--- src/rtl/counter12_monitor.sv ---
// counter12_monitor
// Passive checker for a mod-12 up/down counter. It taps the counter's
// controls and output, predicts each next count, and reports mismatches,
// out-of-range values, error statistics and wrap-around statistics.
// Nothing is driven back into the counter.
module counter12_monitor #(
  parameter int CNT_W = 8
) (
  input  logic             clock,
  input  logic             reset,
  input  logic             mon_en,
  input  logic             load,
  input  logic             mode,
  input  logic [3:0]       data_in,
  input  logic [3:0]       count_in,
  output logic [3:0]       exp_out,
  output logic             chk_valid,
  output logic             err_mismatch,
  output logic             err_range,
  output logic             err_sticky,
  output logic [CNT_W-1:0] err_cnt,
  output logic [CNT_W-1:0] wrap_up_cnt,
  output logic [CNT_W-1:0] wrap_dn_cnt
);

  localparam logic [3:0] CNT_MAX = 4'd11;

  typedef enum logic [1:0] {
    ST_IDLE  = 2'd0,
    ST_ARM   = 2'd1,
    ST_CHECK = 2'd2
  } state_t;

  state_t           state_q, state_d;

  logic [3:0]       exp_q, exp_d;
  // Record of how the armed prediction was formed, so a later matched
  // check can be attributed to an 11->0 or 0->11 step (never a load).
  logic             up_wrap_pend_q, up_wrap_pend_d;
  logic             dn_wrap_pend_q, dn_wrap_pend_d;

  logic             mismatch_q, mismatch_d;
  logic             range_q, range_d;
  logic             sticky_q, sticky_d;
  logic [CNT_W-1:0] err_cnt_q, err_cnt_d;
  logic [CNT_W-1:0] wrap_up_q, wrap_up_d;
  logic [CNT_W-1:0] wrap_dn_q, wrap_dn_d;

  // FSM-decoded strobes
  logic             cmp_en;     // comparison happens on this edge
  logic             watch_en;   // ARM or CHECK with monitoring enabled
  logic             pred_en;    // prediction register reloads on this edge

  // Derived comparison results
  logic [3:0]       pred;
  logic             matched;
  logic             any_err;

  // Next count of the observed counter, identical to the counter's own
  // update including how illegal values (12..15) propagate.
  function automatic logic [3:0] predict_next(
    input logic       ld,
    input logic       md,
    input logic [3:0] d,
    input logic [3:0] c
  );
    logic [3:0] r;
    if (ld) begin
      r = d;
    end else if (!md) begin
      r = (c == CNT_MAX) ? 4'd0 : c + 4'd1;
    end else begin
      r = (c == 4'd0) ? CNT_MAX : c - 4'd1;
    end
    return r;
  endfunction

  // State register; reset lands in CHECK when monitoring is enabled because
  // the counter clears on the same edge, so the prediction of 0 is valid.
  always_ff @(posedge clock) begin
    if (reset) begin
      state_q <= mon_en ? ST_CHECK : ST_IDLE;
    end else begin
      state_q <= state_d;
    end
  end

  // Next-state logic: IDLE -> ARM -> CHECK while enabled, back to IDLE otherwise.
  always_comb begin
    state_d = state_q;
    case (state_q)
      ST_IDLE:  state_d = mon_en ? ST_ARM : ST_IDLE;
      ST_ARM:   state_d = mon_en ? ST_CHECK : ST_IDLE;
      ST_CHECK: state_d = mon_en ? ST_CHECK : ST_IDLE;
      default:  state_d = ST_IDLE;
    endcase
  end

  // Output/strobe decode from the current state.
  always_comb begin
    chk_valid = 1'b0;
    cmp_en    = 1'b0;
    watch_en  = 1'b0;
    pred_en   = 1'b0;
    case (state_q)
      ST_ARM: begin
        watch_en = mon_en;
        pred_en  = 1'b1;
      end
      ST_CHECK: begin
        chk_valid = 1'b1;
        cmp_en    = mon_en;
        watch_en  = mon_en;
        pred_en   = 1'b1;
      end
      default: begin
        chk_valid = 1'b0;
      end
    endcase
  end

  // Comparison and range detection on the current observed count.
  always_comb begin
    pred       = predict_next(load, mode, data_in, count_in);
    mismatch_d = cmp_en && (count_in != exp_q);
    matched    = cmp_en && (count_in == exp_q);
    range_d    = watch_en && (count_in > CNT_MAX);
    any_err    = mismatch_d || range_d;
    sticky_d   = sticky_q || any_err;
  end

  // Prediction reload: built from the observed value, so a mismatch is
  // followed by automatic resynchronisation on the next cycle.
  always_comb begin
    exp_d          = exp_q;
    up_wrap_pend_d = up_wrap_pend_q;
    dn_wrap_pend_d = dn_wrap_pend_q;
    if (pred_en) begin
      exp_d          = pred;
      up_wrap_pend_d = !load && !mode && (count_in == CNT_MAX);
      dn_wrap_pend_d = !load &&  mode && (count_in == 4'd0);
    end
  end

  // Statistics: saturating error count, free-rolling wrap counts.
  always_comb begin
    err_cnt_d = err_cnt_q;
    wrap_up_d = wrap_up_q;
    wrap_dn_d = wrap_dn_q;
    if (any_err && (err_cnt_q != {CNT_W{1'b1}})) begin
      err_cnt_d = err_cnt_q + CNT_W'(1);
    end
    if (matched && up_wrap_pend_q) begin
      wrap_up_d = wrap_up_q + CNT_W'(1);
    end
    if (matched && dn_wrap_pend_q) begin
      wrap_dn_d = wrap_dn_q + CNT_W'(1);
    end
  end

  // Datapath registers; reset discards any in-flight prediction.
  always_ff @(posedge clock) begin
    if (reset) begin
      exp_q          <= 4'd0;
      up_wrap_pend_q <= 1'b0;
      dn_wrap_pend_q <= 1'b0;
      mismatch_q     <= 1'b0;
      range_q        <= 1'b0;
      sticky_q       <= 1'b0;
      err_cnt_q      <= '0;
      wrap_up_q      <= '0;
      wrap_dn_q      <= '0;
    end else begin
      exp_q          <= exp_d;
      up_wrap_pend_q <= up_wrap_pend_d;
      dn_wrap_pend_q <= dn_wrap_pend_d;
      mismatch_q     <= mismatch_d;
      range_q        <= range_d;
      sticky_q       <= sticky_d;
      err_cnt_q      <= err_cnt_d;
      wrap_up_q      <= wrap_up_d;
      wrap_dn_q      <= wrap_dn_d;
    end
  end

  assign exp_out      = exp_q;
  assign err_mismatch = mismatch_q;
  assign err_range    = range_q;
  assign err_sticky   = sticky_q;
  assign err_cnt      = err_cnt_q;
  assign wrap_up_cnt  = wrap_up_q;
  assign wrap_dn_cnt  = wrap_dn_q;

endmodule

--- config.mk ---
export PLATFORM = sky130hd
export DESIGN_NAME = counter12_monitor
export DESIGN_NICKNAME = d
export VERILOG_FILES = /design/src/rtl/counter12_monitor.sv
export SDC_FILE = /design/constraint.sdc
export NUM_CORES = 1
export LEC_CHECK = 0
export ABC_AREA = 1
export BUFFER_PORTS_ARGS = -buffer_cell sky130_fd_sc_hd__buf_2
export CORE_UTILIZATION = 55
export DETAILED_ROUTE_END_ITERATION = 12
export HOLD_SLACK_MARGIN = 0.12
export PLACE_DENSITY = 0.81
export SLEW_MARGIN = 10
export SYNTH_ARGS = -nofsm -noshare
export SYNTH_HDL_FRONTEND = slang
export SYNTH_SLANG_ARGS = --single-unit
--- constraint.sdc ---
create_clock -name clock -period 2.7 [get_ports clock]
set_clock_uncertainty 0.1 [all_clocks]
set_input_delay 0.27 -clock clock [delete_from_list [all_inputs] [get_ports clock]]
set_output_delay 0.27 -clock clock [all_outputs]
set_load 0.02 [all_outputs]
-- After elaboration in Yosys (flattened, before gate mapping)
Cells that the tools add are included.
- register bits after elaboration: 35
- bits of input ports: 13
- output and inout port bits: 32
- word-level logic and storage cells: 51
- add/sub/neg operators: 5
- order comparisons: 1
- equal/unequal tests: 6
- mux-type cells: 12
- reductions and logical operators: 17
- operators by type and width (operator ; count):
    adder 8 x 1 -> 8 bit (second input constant) ; 3
    2-to-1 mux 4 bit ; 4
    logical AND 1 bit ; 10
    != test 8 bit (second input constant) ; 1
    2-to-1 mux 1 bit ; 5
    adder 4 x 1 -> 4 bit (second input constant) ; 1
    == test 4 bit ; 1
    == test 4 bit (second input constant) ; 1
    > comparator 4 bit (second input constant) ; 1
    logical NOT 4 bit ; 1
    2-to-1 mux 2 bit ; 2
    != test 4 bit ; 1
    one-hot mux 2 bit (2 select lines) ; 1
    subtractor 4 x 1 -> 4 bit (second input constant) ; 1
    == test 2 x 1 -> 1 bit (second input constant) ; 1
    == test 2 bit (second input constant) ; 1
    logical NOT 1 bit ; 2
    logical NOT 2 bit ; 1
    logical OR 1 bit ; 2
    OR reduction 2 bit ; 1

-- Depth between registers and ports, before layout
Gate-level depths: netlist (run 1).
- word-level depth: 6
- mapped depth: 12
- mapped depth without buffers: 10

-- Worst setup path after synthesis (run 1)
No wires, ideal clock.
- kind: reg-to-reg
- start point: reg state_q[1]
- end point: reg err_cnt_q[0] (netlist: err_cnt[0])
- setup time: 0.115 ns
- arrival time: 1.423 ns
- required time: 2.485 ns
- path slack: 1.062 ns
- cell stages (with the launch flop): 10
- buffers on the path: 2
- period minus slack after synthesis: 1.638 ns
- cell sequence: dfxtp_1 > inv_1 > ha_1 > clkbuf_1 > nand4_1 > nand2_2 > buf_6 > nand3_2 > nand2_1 > nor2_1
- longest elaborated chain between the ends: 6
- elaborated cells on any way between the ends: 9
- classes of those cells: 2 x eq/ne; 2 x mux; 5 x reduce/logical
- RTL lines (item ; RTL line ; RTL):
    start: declaration ; 34 ; state_t state_q, state_d;
    start signal: assignment ; 82 ; state_q <= mon_en ? ST_CHECK : ST_IDLE;
    start signal: assignment ; 84 ; state_q <= state_d;
    == test 2 bit or == test 2 x 1 -> 1 bit (tied branches) ; 105 ; case (state_q)
    OR reduction 2 bit (no source line) ; n/a ;
    2-to-1 mux 1 bit ; 105 ;
    logical AND 1 bit ; 127 ; range_d = watch_en && (count_in > CNT_MAX);
    logical OR 1 bit * ; 128 ; any_err = mismatch_d || range_d;
    logical AND 1 bit * ; 150 ; if (any_err && (err_cnt_q != {CNT_W{1'b1}})) begin
    end signal: assignment ; 180 ; err_cnt_q <= err_cnt_d;
    end: declaration ; 45 ; logic [CNT_W-1:0] err_cnt_q, err_cnt_d;
Mark *: on every way between the ends. The rest lies on a longest branch, timed or not.
A chain may end at the register's enable or synchronous reset.

-- Final worst setup path (run 1)
- start point: in mon_en
- end point: reg wrap_up_q[0] (netlist: wrap_up_cnt[0])
- longest elaborated chain between the ends: 3
- RTL lines (item ; RTL line ; RTL):
    start: declaration ; 11 ; input logic mon_en,
    2-to-1 mux 1 bit ; 105 ;
    logical AND 1 bit ; 126 ; matched = cmp_en && (count_in == exp_q);
    logical AND 1 bit ; 153 ; if (matched && up_wrap_pend_q) begin
    end signal: assignment ; 181 ; wrap_up_q <= wrap_up_d;
    end: declaration ; 46 ; logic [CNT_W-1:0] wrap_up_q, wrap_up_d;
No other way between the ends.

==> run_results.csv, run 1 <==
group,metric,value,unit
cts,clk_latency,0.34,ns
placed_design,portBuffers,44,
placed_design,dpl-instance-area,2210,sq um
logic_synthesis,avgSynthCellArea,7.40,sq um
routing,drt_iter0_drc,177,
logic_synthesis,synth_cell_types,29,
worst_setup_path,path_buf_inv,4,
sta,rsz0062_at_grt,"false",
worst_setup_path,cp_top_family,"buffers and inverters",
routing,remaining_drc_errors,0,
cts,cts_max_level,2,
worst_setup_path,cp_max_fo,11,
worst_setup_path,startpoint_type,"input pin",
logic_synthesis,syn_nets,291,
logic_synthesis,synthCells,270,
final_layout,syn_to_final_growth,15.1,%
placed_design,dp_hpwl,2850,um
worst_setup_path,required,2.82,ns
worst_setup_path,reg2reg_setup_slack,0.86,ns
logic_synthesis,yosys.cell_count.top_type,"nand2_1",
logic_synthesis,synth_edf_count,0,
floorplanning,dieWidth,62.3,um
logic_synthesis,synthArstFlopShare,0,
logic_synthesis,synth_seq_cells,35,
cts,cts_tree,"done",
logic_synthesis,yosys_warnings,0,
routing,ant_nets,0,
pwr,vdd.ir_drop.worst,0.273,mV
floorplanning,core_area,3420,sq um
logic_synthesis,muxShareOfSynthArea,0,
cts,cts.sinks,35,
hold_path,min_path_cells,3,
grt,grt_pass1_vias,1684,
worst_setup_path,timing.rr.end,"wrap_up_cnt[0]$_SDFFE_PP0P_",
pwr,netSwitchingFraction,0.287,
grt,grt_pass1_wl,6980,um
worst_setup_path,crit_slowest_cell,"dlygate4sd3_1",
sta,timing.slew.headroom,0.669,
logic_synthesis,synthTopCellsByCount,"59 x nand2_1, 35 x dfxtp_1, 27 x inv_1, 25 x a21oi_1, 23 x nand3_1",
floorplanning,die_h,62.3,um
final_layout,nNetsFinal,334,
worst_setup_path,worstPathArrival,1.98,ns
worst_setup_path,slowest_delay,0.53,ns
routing,first_pass_iters,6,
logic_synthesis,synth_top_cell_area_share,0.351,
floorplanning,initial_core_util,0.585,
logic_synthesis,synthFlopType,"dfxtp_1",
logic_synthesis,synth_xor_area_frac,0.0746,
floorplanning,ios,45,
routing,drt-total-wl,3900,um
logic_synthesis,synth_top_family_by_area,"simple AND/OR/NAND/NOR gates",
grt,grt_max_degree,25,
logic_synthesis,synth_compound_area_frac,0.127,
pwr,power_frac_comb,0.153,
final_layout,fill_cells,313,
hold_path,hp-start,"data_in[0]",
sta,tightest_slew,0.497,ns
grt,gr-usage-all-layers,0.221,
routing,vias_per_cell,5.13,
run,drv_cap,0,
worst_setup_path,path_cells,"dlygate4sd3_1 -> buf_2 -> nand2_1 -> inv_1 -> nand3_1 -> nor2_2 -> inv_1 -> nand2_1 -> a21oi_2",
placed_design,gp_congestion,0.877,
worst_setup_path,cp-end-kind,"flop",
routing,vias,1845,
final_layout,diodes,0,
logic_synthesis,synth-simple-area-share,0.305,
logic_synthesis,synthesis.area,2000,sq um
grt,grt_overflow,0,
worst_setup_path,reg2reg_depth,9,
cts,clockBufferDepth,2,
pwr,power.density,481,nW/um^2
pwr,p_leak,1.06,nW
sta,fin_crit_sh,0.687,
pwr,seq_power_share,0.500,
sta,finalCriticalPeriod,1.85,ns
sta,max_freq,0.539,GHz
sta,tns,0,ns
floorplanning,dieArea,3880,sq um
worst_setup_path,path_class,"in2reg",
cts,cts_buffers,5,
logic_synthesis,synth.largest_area_cell,"dfxtp_1",
cts,cts-root-buf,"clkbuf_4",
floorplanning,fp-row-count,21,
hold_path,worst_hold_path_type,"in2reg",
cts,cts_resized,0,
pwr,internal-power,788,uW
sta,hold_violations,0,
logic_synthesis,synth_area_leaders,"dfxtp_1 35%, nand2_1 11%, a21oi_1 6.3%, nand3_1 5.8%, inv_1 5.1%",
worst_setup_path,r2r_start,"state_q[0]$_SDFF_PP0_",
pwr,power_switching,316,uW
sta,drv_slew,0,
final_layout,drive_gt1_frac,0.239,
grt,antenna_found_initial,0,
logic_synthesis,synth.yosys.seq_area_share,0.351,
routing,post_drt_wl_per_cell,10.8,um
hold_path,holdPathEnd,"exp_out[0]$_SDFFE_PP0N_",
cts,path_clk_slew,0.11,ns
sta,setup_viol,0,
status,status,"finished clean",
final_layout,final_area,2300,sq um
logic_synthesis,synthAdderAreaFrac,0.0501,
pwr,p_clk_frac,0.348,
-- repair_timing --
action / in CTS / in global routing
hold buffers: 1 / 0
setup buffers: 0 / 0
endpoints found under the hold margin: 2 / 0
-- cells in the final DEF, fill, tap and decap left out, types with 2 or more instances in the layout --
cell type  Yosys  layout
nand2_1       59      59
buf_2          0      44
dfxtp_1       35      35
inv_1         27      27
a21oi_1       25      25
nand3_1       23      23
nor2_1        20      20
xor2_1         9       9
nand2_2        8       8
nand4_1        8       8
xnor2_1        8       8
ha_1           8       8
a21oi_2        5       5
o21ai_0        5       5
clkbuf_4       0       5
o211ai_1       4       4
nor3_1         3       3
inv_4          2       2
nand2_4        2       2
nor2_4         2       2
-- cell families (layout without fill, tap and decap cells) --
| logic type | after synthesis | in the layout |
|---|---|---|
| AOI/OAI and AO/OA | 43 | 43 |
| DFF | 35 | 35 |
| and+or+nand+nor | 128 | 128 |
| buffers and inverters | 39 | 83 |
| adders and majority gates | 8 | 8 |
| xor gates and xnor gates | 17 | 17 |
-- flip-flops by register name, summed over array words and instances, names as in the netlist --
name	cells
err_cnt	8
wrap_dn_cnt	8
wrap_up_cnt	8
exp_out	4
state_q	2
dn_wrap_pend_q	1
err_mismatch	1
err_range	1
err_sticky	1
up_wrap_pend_q	1
-- stage by stage --
stage / setup slack (ns) / power (mW) / std cells / hold slack (ns) / util
after floorplan: 1.06 / 0.691 / 270 / 0.246 / -
after global placement: 0.822 / 0.728 / 351 / 0.378 / 0.646
after detailed placement: 0.798 / 0.731 / 351 / 0.370 / 0.646
after CTS: 0.836 / 1.11 / 360 / 0.127 / 0.673
after global routing: 0.640 / 1.17 / 360 / 0.151 / 0.673
final: 0.846 / 1.10 / 360 / 0.137 / 0.673
-- worst reg2reg max path: cells and delay by family (launching register included) --
kind                       cells  cell delay (ns)
and+or+nand+nor                4             0.66
buffers and inverters          3             0.42
DFF                            1             0.33
adders and majority gates      1             0.18
AOI/OAI and AO/OA              1             0.05
-- power by group through the flow --
stage                     clock network [mW]  logic, mW  registers [mW]
after global routing                   0.422      0.190           0.555
after detailed placement                   0      0.167           0.564
after floorplan                            0      0.115           0.577
final                                  0.384      0.169           0.552
after CTS                              0.392      0.170           0.552
after global placement                     0      0.165           0.563
-- how the worst max path moves through the flow --
stage	startpoint	end	depth (start not counted)
5_1_grt	state_q[0]$_SDFF_PP0_	wrap_up_cnt[0]$_SDFFE_PP0P_	9
4_1_cts	state_q[0]$_SDFF_PP0_	wrap_up_cnt[0]$_SDFFE_PP0P_	9
2_1_floorplan	state_q[1]$_DFF_P_	err_cnt[0]$_SDFFE_PP0P_	9
3_3_place_gp	count_in[3]	wrap_up_cnt[4]$_SDFFE_PP0P_	10
3_5_place_dp	count_in[3]	wrap_up_cnt[0]$_SDFFE_PP0P_	10
6_report	mon_en	wrap_up_cnt[0]$_SDFFE_PP0P_	9
-- per-layer routing --
metal / routed length, um / vias up / GRT usage / part of all wire
li1: - / 969 / - / -
met1: 1840 / 826 / 0.258 / 0.47
met2: 1830 / 42 / 0.379 / 0.47
met3: 168 / 8 / 0.0625 / 0.043
met4: 62 / 0 / 0.0872 / 0.016
met5: 0 / - / 0 / 0
-- final cells by class --
cell class              count  area [sq um]  area share
multi-input cells         196          1110       0.483
flip-flops and latches     35           701       0.305
repair buffers             45           230       0.100
inverters                  30           118      0.0512
well taps                  46          57.6      0.0250
clock inverters             3          43.8      0.0191
clock buffers               5          37.5      0.0163
Power figures use the tool's default switching activity.
==> run 2: changes to the inputs <==
Settings changed: CORE_UTILIZATION 55 to 48, PLACE_DENSITY 0.81 to 0.75.
Clock period 2.7 ns to 1.5 ns, I/O delays scaled along.
==> run 2 against run 1 <==
Net effect:
- the flow now finishes with violations (negative setup slack)
- die area increased by 14%
- routed wire length increased by 23%
- largest cell class unchanged
- sequential cell count unchanged
- sequential power increased by 81%
- first-iteration DRC count decreased by 27%
- clock power increased by 130%
- critical path type is now reg2reg
- largest power group unchanged
- power increased by 110%
- hold slack got worse by 0.024 ns
- count of clock-buffer cells in the layout increased by 1
==> run_results.csv, run 2 (synthesis results as in run 1) <==
group,metric,value,unit
sta,rsz0062_at_grt,"true",
final_layout,syn_to_final_growth,38.0,%
cts,clk_latency,0.29,ns
hold_path,holdPathEnd,"exp_out[1]$_SDFFE_PP0N_",
floorplanning,dieWidth,66.5,um
worst_setup_path,cp_max_fo,5,
worst_setup_path,path_cells,"inv_2 -> nand2_2 -> nand2_2 -> nor2_4 -> nand2_2 -> nand2_4 -> nand2_4 -> buf_6 -> buf_6 -> o21ai_2 -> inv_1",
final_layout,fin_util,0.689,
final_layout,nNetsFinal,364,
status,status,"complete, but fails checks",
cts,cts-root-buf,"clkbuf_8",
worst_setup_path,crit_slowest_cell,"dfxtp_2",
floorplanning,ios,45,
final_layout,final_area,2760,sq um
routing,drt_iter0_drc,129,
sta,max_freq,0.647,GHz
final_layout,drive_gt1_frac,0.416,
floorplanning,core_area,4000,sq um
routing,post_drt_wl_per_cell,12.1,um
sta,finalCriticalPeriod,1.54,ns
grt,grt_pass1_vias,1829,
worst_setup_path,startpoint_type,"flop",
cts,clockBufferDepth,2,
worst_setup_path,required,1.59,ns
routing,ant_nets,0,
worst_setup_path,timing.rr.end,"err_sticky$_SDFF_PP0_",
grt,grt_pass1_wl,7920,um
sta,timing.slew.headroom,0.726,
hold_path,min_path_cells,5,
routing,remaining_drc_errors,0,
sta,tightest_slew,0.411,ns
worst_setup_path,cpMostUsedCell,"nand2_2",
run,drv_cap,0,
floorplanning,initial_core_util,0.499,
pwr,power.density,856,nW/um^2
cts,cts.sinks,35,
cts,path_clk_slew,0.07,ns
placed_design,dp_hpwl,3100,um
floorplanning,fp-row-count,23,
pwr,p_leak,1.26,nW
worst_setup_path,cp-end-kind,"flop",
pwr,vdd.ir_drop.worst,0.615,mV
status,violations,"negative setup slack",
grt,antenna_found_initial,0,
grt,grt_max_degree,24,
sta,hold_violations,0,
placed_design,dpl-instance-area,2340,sq um
final_layout,diodes,0,
routing,first_pass_iters,4,
worst_setup_path,slowest_delay,0.36,ns
final_layout,final_common_cell,"nand2_1",
floorplanning,die_h,66.5,um
sta,drv_slew,0,
placed_design,portBuffers,44,
worst_setup_path,reg2reg_setup_slack,-0.04,ns
hold_path,hp-start,"data_in[1]",
grt,gr-usage-all-layers,0.235,
hold_path,worst_hold_path_type,"in2reg",
grt,grt_overflow,0,
sta,tns,-0.234,ns
final_layout,final_cell_mix,"47 x nand2_1, 44 x buf_2, 26 x dfxtp_1",
sta,worst_slack,-0.0448,ns
cts,cts_buffers,5,
worst_setup_path,reg2reg_depth,11,
placed_design,gp_congestion,0.885,
floorplanning,dieArea,4420,sq um
routing,vias,1987,
worst_setup_path,path_class,"reg2reg",
worst_setup_path,cp-startpoint,"exp_out[3]$_SDFFE_PP0N_",
cts,cts_tree,"done",
worst_setup_path,r2r_start,"exp_out[3]$_SDFFE_PP0N_",
worst_setup_path,worstPathArrival,1.64,ns
sta,setup_viol,8,
cts,cts_max_level,2,
routing,drt-total-wl,4780,um
sta,fin_crit_sh,1.03,
routing,vias_per_cell,5.04,
-- run 2: changes by cell type in the layout (fill, tap and decap cells not counted), moves of 4 or more --
cell and change:
a21oi_2 +6, nand2_2 +8, buf_4 +21, inv_4 +4, clkbuf_8 +6, buf_6 +5
inv_2 +4, inv_1 -8, dfxtp_2 +7, nand2_1 -12, a21oi_1 -6, dfxtp_1 -9
clkbuf_4 -5
-- run 2: layer usage --
metal / track usage / wire length, um / share of wire
met5: 0 / 0 / 0
met4: 0.0612 / 29 / 0.0061
met3: 0.0616 / 198 / 0.041
met2: 0.406 / 2350 / 0.49
met1: 0.288 / 2200 / 0.46
-- run 2: power breakdown --
group	switching [mW]	leakage [nW]	total [mW]	internal (mW)
sequential	0.0350	0.288	1.00	0.967
combinational	0.257	0.907	0.455	0.198
clock	0.363	0.0612	0.901	0.538
total	0.655	1.26	2.36	1.70
-- run 2: worst max-delay path by stage --
stage / endpoint / slack, ns / cells after the start
5_1_grt: err_sticky$_SDFF_PP0_ / -0.1 / 11
3_5_place_dp: err_cnt[1]$_SDFFE_PP0P_ / -0.13 / 7
3_3_place_gp: err_cnt[3]$_SDFFE_PP0P_ / -0.05 / 7
6_report: err_sticky$_SDFF_PP0_ / -0.04 / 11
2_1_floorplan: err_cnt[3]$_SDFFE_PP0P_ / 0.002 / 8
4_1_cts: err_cnt[1]$_SDFFE_PP0P_ / -0.01 / 7
-- run 2: area by class of cell --
| class | count | area, sq um |
|---|---|---|
| fillers | 328 | 1240 |
| flip-flops and latches | 35 | 717 |
| clock buffers | 6 | 82.6 |
| inverters | 30 | 128 |
| clock inverters | 2 | 35.0 |
| well taps | 50 | 62.6 |
| multi-input cells | 196 | 1240 |
| repair buffers | 75 | 494 |
-- run 2: through the flow --
stage | setup slack, ns | std cells | power, mW | hold slack [ns]
detailed placement | -0.125 | 371 | 1.35 | 0.309
floorplan | 0.00179 | 270 | 1.25 | 0.126
global route | -0.0981 | 394 | 2.46 | 0.148
CTS | -0.0148 | 390 | 2.31 | 0.125
finish | -0.0448 | 394 | 2.36 | 0.113
global placement | -0.0465 | 371 | 1.34 | 0.316
-- run 2: repair_timing --
action                                 4_1_cts  5_1_grt
hold buffers                                 4        0
setup endpoints to repair                   11       28
buffers inserted                             7        4
pin swaps                                    5       18
endpoints found under the hold margin        5        0
resized for setup                           21       35
-- run 2: critical path, delay by kind of cell, from the launching register on --
family	cells	cell delay [ns]
DFF	1	0.36
buffers and inverters	4	0.36
AOI/OAI and AO/OA	1	0.13
and+or+nand+nor	6	0.50
==> run 3: changes to the inputs <==
--- a/config.mk
+++ b/config.mk
@@ -13,2 +13,3 @@
 export PLACE_DENSITY = 0.75
+export RECOVER_POWER = 50
 export SLEW_MARGIN = 10
--- a/constraint.sdc
+++ b/constraint.sdc
@@ -4,2 +4,2 @@
 set_output_delay 0.15 -clock clock [all_outputs]
-set_load 0.02 [all_outputs]
+set_load 0.005 [all_outputs]
==> run 3 against run 2 <==
Net effect:
- the flow still finishes with violations (negative setup slack)
- critical endpoint is now err_cnt[6]$_SDFFE_PP0P_
- global-route usage shrank 1.4 points
- first-iteration DRC count is 34% lower
- largest cell class unchanged
- hold slack improved by 0.032 ns
- sequential cell count is the same
- sequential share of layout area increased by 0.93 points
- largest power group unchanged
- clock power decreased by 4.3%
- combinational power down 20%
==> run_results.csv, run 3 (synthesis results as in run 1) <==
group,metric,value,unit
routing,first_pass_iters,4,
pwr,p_leak,1.17,nW
grt,antenna_found_initial,0,
grt,gr-usage-all-layers,0.221,
cts,path_clk_slew,0.08,ns
worst_setup_path,slowest_delay,0.35,ns
cts,cts_max_level,2,
worst_setup_path,cp-end-kind,"flop",
status,status,"complete, but fails checks",
cts,cts-root-buf,"clkbuf_8",
worst_setup_path,worstPathArrival,1.58,ns
run,drv_cap,0,
pwr,power.density,846,nW/um^2
cts,clk_latency,0.29,ns
worst_setup_path,path_cells,"inv_2 -> ha_4 -> nand4_1 -> nand2_4 -> nand2_8 -> nand2_1 -> a21oi_1",
sta,setup_viol,5,
final_layout,drive_gt1_frac,0.320,
floorplanning,die_h,66.5,um
pwr,power.total,2.22,mW
sta,hold_violations,0,
placed_design,gp_congestion,0.812,
cts,cts_buffers,5,
pwr,power_switching,598,uW
worst_setup_path,path_class,"reg2reg",
sta,worst_slack,-0.00977,ns
grt,grt_overflow,0,
sta,finalCriticalPeriod,1.51,ns
routing,drt_iter0_drc,85,
status,violations,"negative setup slack",
worst_setup_path,required,1.57,ns
hold_path,worst_hold_path_type,"in2reg",
sta,timing.slew.headroom,0.770,
sta,fin_crit_sh,1.01,
grt,grt_pass1_wl,7440,um
final_layout,syn_to_final_growth,31.3,%
routing,ant_nets,0,
routing,drt-total-wl,4460,um
routing,vias,1982,
final_layout,nNetsFinal,361,
worst_setup_path,startpoint_type,"flop",
floorplanning,core_area,4000,sq um
floorplanning,dieWidth,66.5,um
floorplanning,fp-row-count,23,
pwr,p_clk_frac,0.389,
grt,grt_max_degree,22,
pwr,internal-power,1.62,mW
placed_design,pre_cts_ws,-0.0522,ns
placed_design,dp_hpwl,3180,um
grt,grt_pass1_vias,1780,
final_layout,final_cell_mix,"53 x nand2_1, 34 x buf_2, 30 x dfxtp_1",
cts,cts_tree,"done",
floorplanning,dieArea,4420,sq um
cts,cts.sinks,35,
placed_design,portBuffers,44,
pwr,vdd.ir_drop.worst,0.431,mV
pwr,netSwitchingFraction,0.270,
final_layout,diodes,0,
sta,tns,-0.0314,ns
routing,remaining_drc_errors,0,
sta,tightest_slew,0.344,ns
routing,vias_per_cell,5.07,
worst_setup_path,cp_max_fo,7,
worst_setup_path,crit_slowest_cell,"dfxtp_2",
sta,rsz0062_at_grt,"true",
final_layout,fin_util,0.656,
floorplanning,initial_core_util,0.499,
floorplanning,ios,45,
sta,drv_slew,0,
pwr,seq_power_share,0.447,
sta,max_freq,0.662,GHz
final_layout,final_common_cell,"nand2_1",
cts,clockBufferDepth,2,
routing,post_drt_wl_per_cell,11.4,um
pwr,power_frac_comb,0.165,
## run 3: worst paths after layout
path                    startpoint                 endpoint  slack [ns]  cells after the start
min                     data_in[1]  exp_out[1]$_SDFFE_PP0N_        0.14                      5
min reg2reg  err_sticky$_SDFF_PP0_    err_sticky$_SDFF_PP0_        0.39                      2
max reg2reg     state_q[1]$_DFF_P_  err_cnt[6]$_SDFFE_PP0P_       -0.01                      7
max             state_q[1]$_DFF_P_  err_cnt[6]$_SDFFE_PP0P_       -0.01                      7
## run 3: layer usage
metal  GRT usage  wire, um  vias up  part of all wire
met4      0.0718        41        0            0.0092
met3      0.0548       221        6             0.050
met2       0.390      2200       62              0.49
met5           0         0        -                 0
met1       0.260      2000      889              0.45
li1            -         -     1025                 -
## run 3: final cells by class
type                    count  area [sq um]
inverters                  30           120
clock inverters             3          43.8
well taps                  50          62.6
multi-input cells         197          1190
flip-flops and latches     35           707
repair buffers             71           427
fillers                   359          1380
clock buffers               5          68.8
## run 3: metrics by stage
step	area, sq um	hold WS (ns)	std cells
2_1_floorplan	2000	0.126	270
3_3_place_gp	2350	0.327	373
3_5_place_dp	2350	0.328	373
4_1_cts	2570	0.132	389
5_1_grt	2620	0.162	391
6_report	2620	0.144	391
## run 3: worst max-delay path, delay by kind of cell, from the launching register on
family	cells	cell delay, ns
flip-flops	1	0.35
AND/OR/NAND/NOR	4	0.58
buffers and inverters	1	0.05
AO/OA/AOI/OAI	1	0.06
adder cells (fa/ha/maj)	1	0.25
## run 3: power by group through the flow
| stage | clock network [mW] | logic (mW) | registers, mW |
|---|---|---|---|
| 2_1_floorplan | 0 | 0.206 | 1.01 |
| 3_3_place_gp | 0 | 0.307 | 1.01 |
| 3_5_place_dp | 0 | 0.312 | 1.01 |
| 4_1_cts | 0.881 | 0.345 | 0.990 |
| 5_1_grt | 0.925 | 0.406 | 0.995 |
| 6_report | 0.862 | 0.365 | 0.991 |
## run 3: repair_timing
action	4_1_cts	5_1_grt
hold endpoints to repair	5	0
setup endpoints to repair	15	17
gates resized for setup	15	18
pin swaps	3	11
hold buffers	5	0
buffers inserted	2	2
cloned	1	0
